`src/rtl/z80_bus_pkg.sv`:
```
// Shared definitions for the Z80 bus-master DMA: FSM states, control-bus bit
// positions and the strobe pattern helper.
package z80_bus_pkg;

  typedef enum logic [2:0] {
    S_IDLE,
    S_REQ,
    S_SETUP,
    S_STROBE,
    S_HOLD,
    S_RELEASE,
    S_GAP,
    S_FINISH
  } state_t;

  // ctrl_bus = {mreq_n, iorq_n, rd_n, wr_n}
  localparam int CTRL_MREQ = 3;
  localparam int CTRL_IORQ = 2;
  localparam int CTRL_RD   = 1;
  localparam int CTRL_WR   = 0;

  localparam logic [3:0] CTRL_IDLE = 4'hF;

  // Active strobe pattern: exactly one of mreq_n/iorq_n and one of rd_n/wr_n low.
  function automatic logic [3:0] ctrl_strobe(input logic io, input logic wr);
    logic [3:0] c;
    c = CTRL_IDLE;
    if (io) c[CTRL_IORQ] = 1'b0;
    else    c[CTRL_MREQ] = 1'b0;
    if (wr) c[CTRL_WR] = 1'b0;
    else    c[CTRL_RD] = 1'b0;
    return c;
  endfunction

endpackage

```
`src/rtl/sync_fifo.sv`:
```
// Show-ahead synchronous FIFO for the DMA read path. A push lands in the
// array and becomes visible one cycle later; pop while full may accept a push.
module sync_fifo #(
  parameter int DATA_W = 8,
  parameter int DEPTH  = 4
) (
  input  logic              clk,
  input  logic              rst,
  input  logic              i_push,
  input  logic [DATA_W-1:0] i_data,
  input  logic              i_pop,
  output logic [DATA_W-1:0] o_data,
  output logic              o_empty,
  output logic              o_full
);
  localparam int PTR_W = (DEPTH > 1) ? $clog2(DEPTH) : 1;

  logic [DATA_W-1:0] r_mem [DEPTH];
  logic [PTR_W-1:0]  r_wr_ptr;
  logic [PTR_W-1:0]  r_rd_ptr;
  logic [PTR_W:0]    r_count;
  logic              w_push;
  logic              w_pop;

  assign o_empty = (r_count == '0);
  assign o_full  = (r_count == (PTR_W+1)'(DEPTH));
  assign w_pop   = i_pop && !o_empty;
  assign w_push  = i_push && (!o_full || w_pop);
  assign o_data  = r_mem[r_rd_ptr];

  always_ff @(posedge clk) begin
    if (w_push) r_mem[r_wr_ptr] <= i_data;
  end

  always_ff @(posedge clk or posedge rst) begin
    if (rst) begin
      r_wr_ptr <= '0;
      r_rd_ptr <= '0;
      r_count  <= '0;
    end else begin
      if (w_push) r_wr_ptr <= r_wr_ptr + PTR_W'(1);
      if (w_pop)  r_rd_ptr <= r_rd_ptr + PTR_W'(1);
      case ({w_push, w_pop})
        2'b10:   r_count <= r_count + (PTR_W+1)'(1);
        2'b01:   r_count <= r_count - (PTR_W+1)'(1);
        default: r_count <= r_count;
      endcase
    end
  end

endmodule

```
`src/rtl/z80_bus_dma.sv`:
```
// Z80 bus-master DMA engine: acquires the bus via BUSREQ/BUSACK and moves
// words between the host stream ports and Z80 memory or a fixed I/O port.
module z80_bus_dma #(
  parameter int ADDR_W      = 16,
  parameter int DATA_W      = 8,
  parameter int LEN_W       = 17,
  parameter int BURST_LEN   = 256,
  parameter int SETUP_CYC   = 1,
  parameter int STROBE_CYC  = 3,
  parameter int REL_GAP     = 8,
  parameter int ACK_TIMEOUT = 4095,
  parameter int RD_DEPTH    = 4
) (
  input  logic              clk,
  input  logic              reset,
  input  logic              cmd_valid,
  output logic              cmd_ready,
  input  logic              cmd_write,
  input  logic              cmd_io,
  input  logic [ADDR_W-1:0] cmd_addr,
  input  logic [LEN_W-1:0]  cmd_len,
  input  logic [DATA_W-1:0] wr_data,
  input  logic              wr_valid,
  output logic              wr_ready,
  output logic [DATA_W-1:0] rd_data,
  output logic              rd_valid,
  input  logic              rd_ready,
  output logic              busy,
  output logic              done,
  output logic              error,
  output logic              bus_req_n,
  input  logic              bus_ack_n,
  output logic [ADDR_W-1:0] addr,
  output logic [DATA_W-1:0] data_out,
  output logic              data_oe,
  input  logic [DATA_W-1:0] data_in,
  output logic [3:0]        ctrl_bus
);
  import z80_bus_pkg::*;

  localparam int CNT_W = 16;

  state_t            r_state;
  state_t            w_state_next;
  logic              r_ack_meta;
  logic              r_ack_sync;
  logic              r_write;
  logic              r_io;
  logic [ADDR_W-1:0] r_addr;
  logic [LEN_W-1:0]  r_rem;
  logic [LEN_W-1:0]  r_burst;
  logic [CNT_W-1:0]  r_cnt;
  logic              r_have;
  logic              r_oe;
  logic [DATA_W-1:0] r_data_out;
  logic              r_done;
  logic              r_error;

  logic w_ack_low;
  logic w_req_tmo;
  logic w_setup_go;
  logic w_setup_end;
  logic w_strobe_end;
  logic w_burst_end;
  logic w_gap_end;
  logic w_wr_take;
  logic w_fifo_push;
  logic w_fifo_empty;
  logic w_fifo_full;
  logic w_owned;

  assign w_ack_low    = !r_ack_sync;
  assign w_req_tmo    = (r_cnt == CNT_W'(ACK_TIMEOUT - 1));
  assign w_setup_go   = r_write ? wr_valid : !w_fifo_full;
  assign w_setup_end  = (r_cnt == CNT_W'(SETUP_CYC - 1));
  assign w_strobe_end = (r_cnt == CNT_W'(STROBE_CYC - 1));
  assign w_burst_end  = (BURST_LEN != 0) && (r_burst == LEN_W'(BURST_LEN - 1));
  assign w_gap_end    = (REL_GAP <= 1) || (r_cnt == CNT_W'(REL_GAP - 1));

  always_ff @(posedge clk or posedge reset) begin
    if (reset) begin
      r_ack_meta <= 1'b1;
      r_ack_sync <= 1'b1;
    end else begin
      r_ack_meta <= bus_ack_n;
      r_ack_sync <= r_ack_meta;
    end
  end

  always_ff @(posedge clk or posedge reset) begin
    if (reset) r_state <= S_IDLE;
    else       r_state <= w_state_next;
  end

  always_comb begin
    w_state_next = r_state;
    w_wr_take    = 1'b0;
    w_fifo_push  = 1'b0;
    w_owned      = 1'b0;
    bus_req_n    = 1'b1;
    ctrl_bus     = CTRL_IDLE;
    case (r_state)
      S_IDLE: begin
        if (cmd_valid) w_state_next = (cmd_len == '0) ? S_IDLE : S_REQ;
      end
      S_REQ: begin
        bus_req_n = 1'b0;
        if (w_ack_low)      w_state_next = S_SETUP;
        else if (w_req_tmo) w_state_next = S_IDLE;
      end
      S_SETUP: begin
        bus_req_n = 1'b0;
        w_owned   = 1'b1;
        if (!r_have)          w_wr_take    = r_write && wr_valid;
        else if (w_setup_end) w_state_next = S_STROBE;
      end
      S_STROBE: begin
        bus_req_n = 1'b0;
        w_owned   = 1'b1;
        // Never strobe a bus we do not currently hold.
        if (w_ack_low) ctrl_bus = ctrl_strobe(r_io, r_write);
        if (w_strobe_end) begin
          w_state_next = S_HOLD;
          w_fifo_push  = !r_write;
        end
      end
      S_HOLD: begin
        bus_req_n = 1'b0;
        w_owned   = 1'b1;
        if (r_rem == LEN_W'(1)) w_state_next = S_FINISH;
        else if (w_burst_end)   w_state_next = S_RELEASE;
        else                    w_state_next = S_SETUP;
      end
      S_RELEASE: if (!w_ack_low) w_state_next = S_GAP;
      S_GAP:     if (w_gap_end)  w_state_next = S_REQ;
      S_FINISH:  if (!w_ack_low) w_state_next = S_IDLE;
      default:   w_state_next = S_IDLE;
    endcase
  end

  always_ff @(posedge clk or posedge reset) begin
    if (reset) begin
      r_write    <= 1'b0;
      r_io       <= 1'b0;
      r_addr     <= '0;
      r_rem      <= '0;
      r_burst    <= '0;
      r_cnt      <= '0;
      r_have     <= 1'b0;
      r_oe       <= 1'b0;
      r_data_out <= '0;
      r_done     <= 1'b0;
      r_error    <= 1'b0;
    end else begin
      r_done  <= 1'b0;
      r_error <= 1'b0;
      case (r_state)
        S_IDLE: begin
          if (cmd_valid) begin
            r_write <= cmd_write;
            r_io    <= cmd_io;
            r_addr  <= cmd_addr;
            r_rem   <= cmd_len;
            r_cnt   <= '0;
            if (cmd_len == '0) r_done <= 1'b1;
          end
        end
        S_REQ: begin
          if (w_ack_low) begin
            r_cnt   <= '0;
            r_burst <= '0;
          end else if (w_req_tmo) begin
            r_error <= 1'b1;
          end else begin
            r_cnt <= r_cnt + CNT_W'(1);
          end
        end
        S_SETUP: begin
          // First wait for a word (write) or a free FIFO slot (read), then time the setup.
          if (!r_have) begin
            if (w_setup_go) begin
              r_have <= 1'b1;
              r_cnt  <= '0;
              if (r_write) begin
                r_data_out <= wr_data;
                r_oe       <= 1'b1;
              end
            end
          end else if (w_setup_end) begin
            r_cnt <= '0;
          end else begin
            r_cnt <= r_cnt + CNT_W'(1);
          end
        end
        S_STROBE: begin
          if (w_strobe_end) r_cnt <= '0;
          else              r_cnt <= r_cnt + CNT_W'(1);
        end
        S_HOLD: begin
          r_oe    <= 1'b0;
          r_have  <= 1'b0;
          r_cnt   <= '0;
          r_rem   <= r_rem - LEN_W'(1);
          r_burst <= r_burst + LEN_W'(1);
          if (!r_io) r_addr <= r_addr + ADDR_W'(1);
        end
        S_RELEASE: r_cnt <= '0;
        S_GAP: begin
          if (w_gap_end) r_cnt <= '0;
          else           r_cnt <= r_cnt + CNT_W'(1);
        end
        S_FINISH: if (!w_ack_low) r_done <= 1'b1;
        default: r_cnt <= '0;
      endcase
    end
  end

  sync_fifo #(
    .DATA_W (DATA_W),
    .DEPTH  (RD_DEPTH)
  ) u_rd_fifo (
    .clk     (clk),
    .rst     (reset),
    .i_push  (w_fifo_push),
    .i_data  (data_in),
    .i_pop   (rd_ready),
    .o_data  (rd_data),
    .o_empty (w_fifo_empty),
    .o_full  (w_fifo_full)
  );

  assign cmd_ready = (r_state == S_IDLE);
  assign busy      = (r_state != S_IDLE);
  assign wr_ready  = w_wr_take;
  assign rd_valid  = !w_fifo_empty;
  assign done      = r_done;
  assign error     = r_error;
  assign addr      = w_owned ? r_addr : '0;
  assign data_out  = r_data_out;
  assign data_oe   = r_oe;

endmodule

```
`config.mk`:
```
export PLATFORM = sky130hd
export DESIGN_NAME = z80_bus_dma
export DESIGN_NICKNAME = d
export VERILOG_FILES = /design/src/rtl/z80_bus_pkg.sv /design/src/rtl/sync_fifo.sv /design/src/rtl/z80_bus_dma.sv
export SDC_FILE = /design/constraint.sdc
export NUM_CORES = 1
export LEC_CHECK = 0
export CAP_MARGIN = 25
export CORE_MARGIN = 2
export CORE_UTILIZATION = 30
export CTS_CLUSTER_SIZE = 28
export DETAILED_ROUTE_END_ITERATION = 16
export GPL_ROUTABILITY_DRIVEN = 0
export SLEW_MARGIN = 20
export SYNTH_ARGS = -nofsm -noshare
export SYNTH_HDL_FRONTEND = slang
export SYNTH_HIERARCHICAL = 1
export SYNTH_SLANG_ARGS = --single-unit
```
`constraint.sdc`:
```
create_clock -name clk -period 2.2 [get_ports clk]
set_input_delay 0.22 -clock clk [delete_from_list [all_inputs] [get_ports clk]]
set_output_delay 0.22 -clock clk [all_outputs]
set_load 0.005 [all_outputs]
```
==> flow_metrics.env <==
export IMPL_outcome="complete, but fails checks"
export IMPL_violations="setup timing"
export IMPL_die_w_um=151
export IMPL_min_period_ns=2.47
export IMPL_drc=0
export IMPL_syn_nets=693
export IMPL_hp_class="input port to async pin"
export IMPL_gr_total_overflow=0
export IMPL_grt_max_degree=86
export IMPL_grt_first_pass_wirelength_mm=27.2
export IMPL_pre_cts_ws_ns=-0.192
export IMPL_h_tree_depth=4
export IMPL_seqPwrFrac_pct=31.3
export IMPL_tritoncts="done"
export IMPL_intPower_mw=6.89
export IMPL_first_pass_iters=4
export IMPL_start_kind="flip-flop"
export IMPL_postCtsHoldBufs=0
export IMPL_tightest_slew_ns=0.547
export IMPL_ir_drop_uv=617
export IMPL_start_util_pct=30.7
export IMPL_io_buffers=100
export IMPL_synthToLayoutAreaGrowth_pct=40.4
export IMPL_diodes=0
export IMPL_met3_usage_pct=4.07
export IMPL_slew_headroom_pct=63.4
export IMPL_first_global_vias=5517
export IMPL_cts_root_buf="clkbuf_16"
export IMPL_combPwrFrac_pct=43.8
export IMPL_yosysUniqueCellTypes=75
export IMPL_die_area_sq_um=22800
export IMPL_hold_violations=0
export IMPL_dp_hpwl_mm=11.6
export IMPL_tns_ns=-2.35
export IMPL_fmax_mhz=405
export IMPL_switching_share_pct=36.5
export IMPL_setup_violations_final=19
export IMPL_finalWirelength_mm=16.4
export IMPL_track_usage_pct=15.2
export IMPL_grtUsageMet2_pct=23.2
export IMPL_leakage_nw=3.89
export IMPL_yosysWarningCount=6
export IMPL_required_ns=2.50
export IMPL_ant_nets=0
export IMPL_maxCapViolCount=0
export IMPL_num_vias=5400
export IMPL_synthCells=623
export IMPL_synth_area_sq_um=6480
export IMPL_clk_pin_slew_ns=0.06
export IMPL_reg2reg_slack_ns=-0.27
export IMPL_cts_buffers=17
export IMPL_slew_violations=0
export IMPL_final_setup_worst_slack_ns=-0.268
export IMPL_seq_area_frac_synth_pct=50.4
export IMPL_drt_iter0_drc=263
export IMPL_async_flop_share_pct=74.2
export IMPL_cp_end_kind="flip-flop"
export IMPL_rsz0062_at_grt="true"
export IMPL_pwr_share_clk_pct=24.9
export IMPL_num_rows=53
export IMPL_p_per_area_nw_per_um2=1190
export IMPL_top_usage_layer="met2"
export IMPL_chipHeight_um=151
export IMPL_period_share_pct=112
export IMPL_synth_top_flop_cell="dfrtp_1"
export IMPL_clock_skew_ns=0.0163
export IMPL_core_area_sq_um=21100
export IMPL_critPathKind="flip-flop to flip-flop"
export IMPL_clock_sinks=124
export IMPL_clockBufferDepth=2
export IMPL_viasPerCell=5.00
export IMPL_synth_seq_cells=124
export IMPL_power_total_mw=10.8
export IMPL_drive_above_1_share_pct=22.7
export IMPL_crit_arrival_ns=2.77
export IMPL_clk_latency_ns=0.42
export IMPL_grt_antenna_before_repair=0
export IMPL_io_pins=101
export IMPL_power_switching_mw=3.96
export IMPL_nets=863
export IMPL_postSynthAreaPerCell_sq_um=10.4
export IMPL_synth_edf_count=32
export IMPL_met1_usage_pct=20.9
export IMPL_avgRoutedWirePerCell_um=15.2
export IMPL_crit_fanout=2
[placed cells by master, fill, tap and decap left out, drive strengths merged, types with 13 or more instances in the layout]
master	netlist	routed
inv	24	34
a21oi	25	25
edfxtp	32	32
buf	16	79
o21ai	32	32
dlymetal6s2s	0	17
nor2b	17	17
nor3	26	26
clkbuf	11	17
nand3	30	30
nand2	63	63
dfrtp	90	90
clkdlybuf4s50	0	79
xnor2	13	13
nor2	58	58
[cells in the mapped netlist, types with 5 or more instances]
library cell,instances,area [sq um]
xnor2_1,13,114
nor4_1,9,56.3
edfxtp_1,32,961
ha_1,12,150
buf_1,5,18.8
nand3_1,30,150
clkbuf_1,11,41.3
mux2i_1,11,110
nand2_1,63,236
dfrtp_1,90,2250
o21ai_0,26,130
nand4_1,11,68.8
a311oi_1,7,61.3
a211oi_1,7,52.6
mux4_2,8,180
o21ai_1,6,30.0
inv_1,24,90.1
a22o_1,6,52.6
and2_1,5,31.3
nor3_1,22,110
o31ai_1,5,37.5
nor2_1,57,214
a21oi_1,25,125
buf_2,10,50.1
nor2b_1,17,106
o22ai_1,7,43.8
o211ai_1,11,82.6
mux2_2,9,101
[routing by layer]
| layer | up-vias | wire [um] | part of all wire (%) |
|---|---|---|---|
| met2 | 151 | 7610 | 46 |
| met3 | 17 | 848 | 5.2 |
| li1 | 2639 | - | - |
| met1 | 2593 | 7710 | 47 |
| met4 | 0 | 221 | 1.3 |
| met5 | - | 0 | 0 |
[registers in the layout, indices dropped and copies added, names as in the netlist]
signal              count
done                    1
r_ack_sync              1
u_rd_fifo/r_rd_ptr      2
r_have                  1
u_rd_fifo/r_wr_ptr      2
error                   1
r_burst                17
r_io                    1
data_oe                 1
r_addr                 16
r_state                 3
r_ack_meta              1
r_write                 1
data_out                8
r_cnt                  16
u_rd_fifo/r_mem        32
r_rem                  17
u_rd_fifo/r_count       3
[logic make-up (layout without fill, tap and decap cells)]
group	after synthesis	after routing	synth area share, %
muxes	29	29	6.27
adders and majority gates	13	13	2.62
xor gates and xnor gates	17	17	2.30
AOI/OAI and AO/OA	126	126	13.1
buffers and inverters	51	234	3.26
and+or+nand+nor	263	263	22.1
DFF	124	124	50.4
[power by group through the flow]
stage	logic, mW	clock network, mW	registers, mW
after floorplan	2.47	0	3.28
after global placement	4.16	0	3.46
after detailed placement	4.25	0	3.45
after CTS	4.48	2.77	3.38
after global routing	5.29	2.89	3.48
final	4.75	2.70	3.40
[cell type report]
class	count	area [sq um]
repair buffers	178	1700
clock inverters	15	144
inverters	24	93.8
clock buffers	17	425
fillers	2028	12000
flip-flops and latches	124	3270
multi-input cells	448	3130
well taps	275	344
[critical path, stage by stage (launching register included)]
cell and delay (ns):
dfrtp_1 0.41, nor4_4 0.32, nand4_2 0.16, or3_4 0.36, nor3_4 0.13, o21a_4 0.15, inv_2 0.04, ha_4 0.15
inv_2 0.05, fa_1 0.18, xor2_1 0.17, nor2_1 0.08, xor2_1 0.14
[final timing paths]
kind,startpoint,depth (start not counted),endpoint
worst min-delay path,reset,2,u_rd_fifo/r_wr_ptr[1]
min in group clk,bus_ack_n,1,r_ack_meta
worst min register to register,r_ack_meta,0,r_ack_sync
max in group asynchronous,reset,3,r_ack_meta
worst max-delay path,r_cnt[9],12,u_rd_fifo/r_count[2]
worst max register to register,r_cnt[9],12,u_rd_fifo/r_count[2]
[through the flow]
stage	cells	instance area (sq um)	hold slack [ns]	util (%)
5_1_grt	1081	9100	0.185	43.2
2_1_floorplan	623	6500	0.0234	-
4_1_cts	1069	8880	0.169	42.1
3_3_place_gp	1033	8220	0.362	39.0
3_5_place_dp	1033	8220	0.371	39.0
6_report	1081	9100	0.186	43.2
[what timing repair did]
| action | CTS | global route |
|---|---|---|
| buffers inserted | 4 | 12 |
| endpoints found under the setup margin | 75 | 83 |
| pin swaps | 5 | 16 |
| resized for setup | 19 | 39 |
Note: power is estimated with default switching activity, not from simulation.
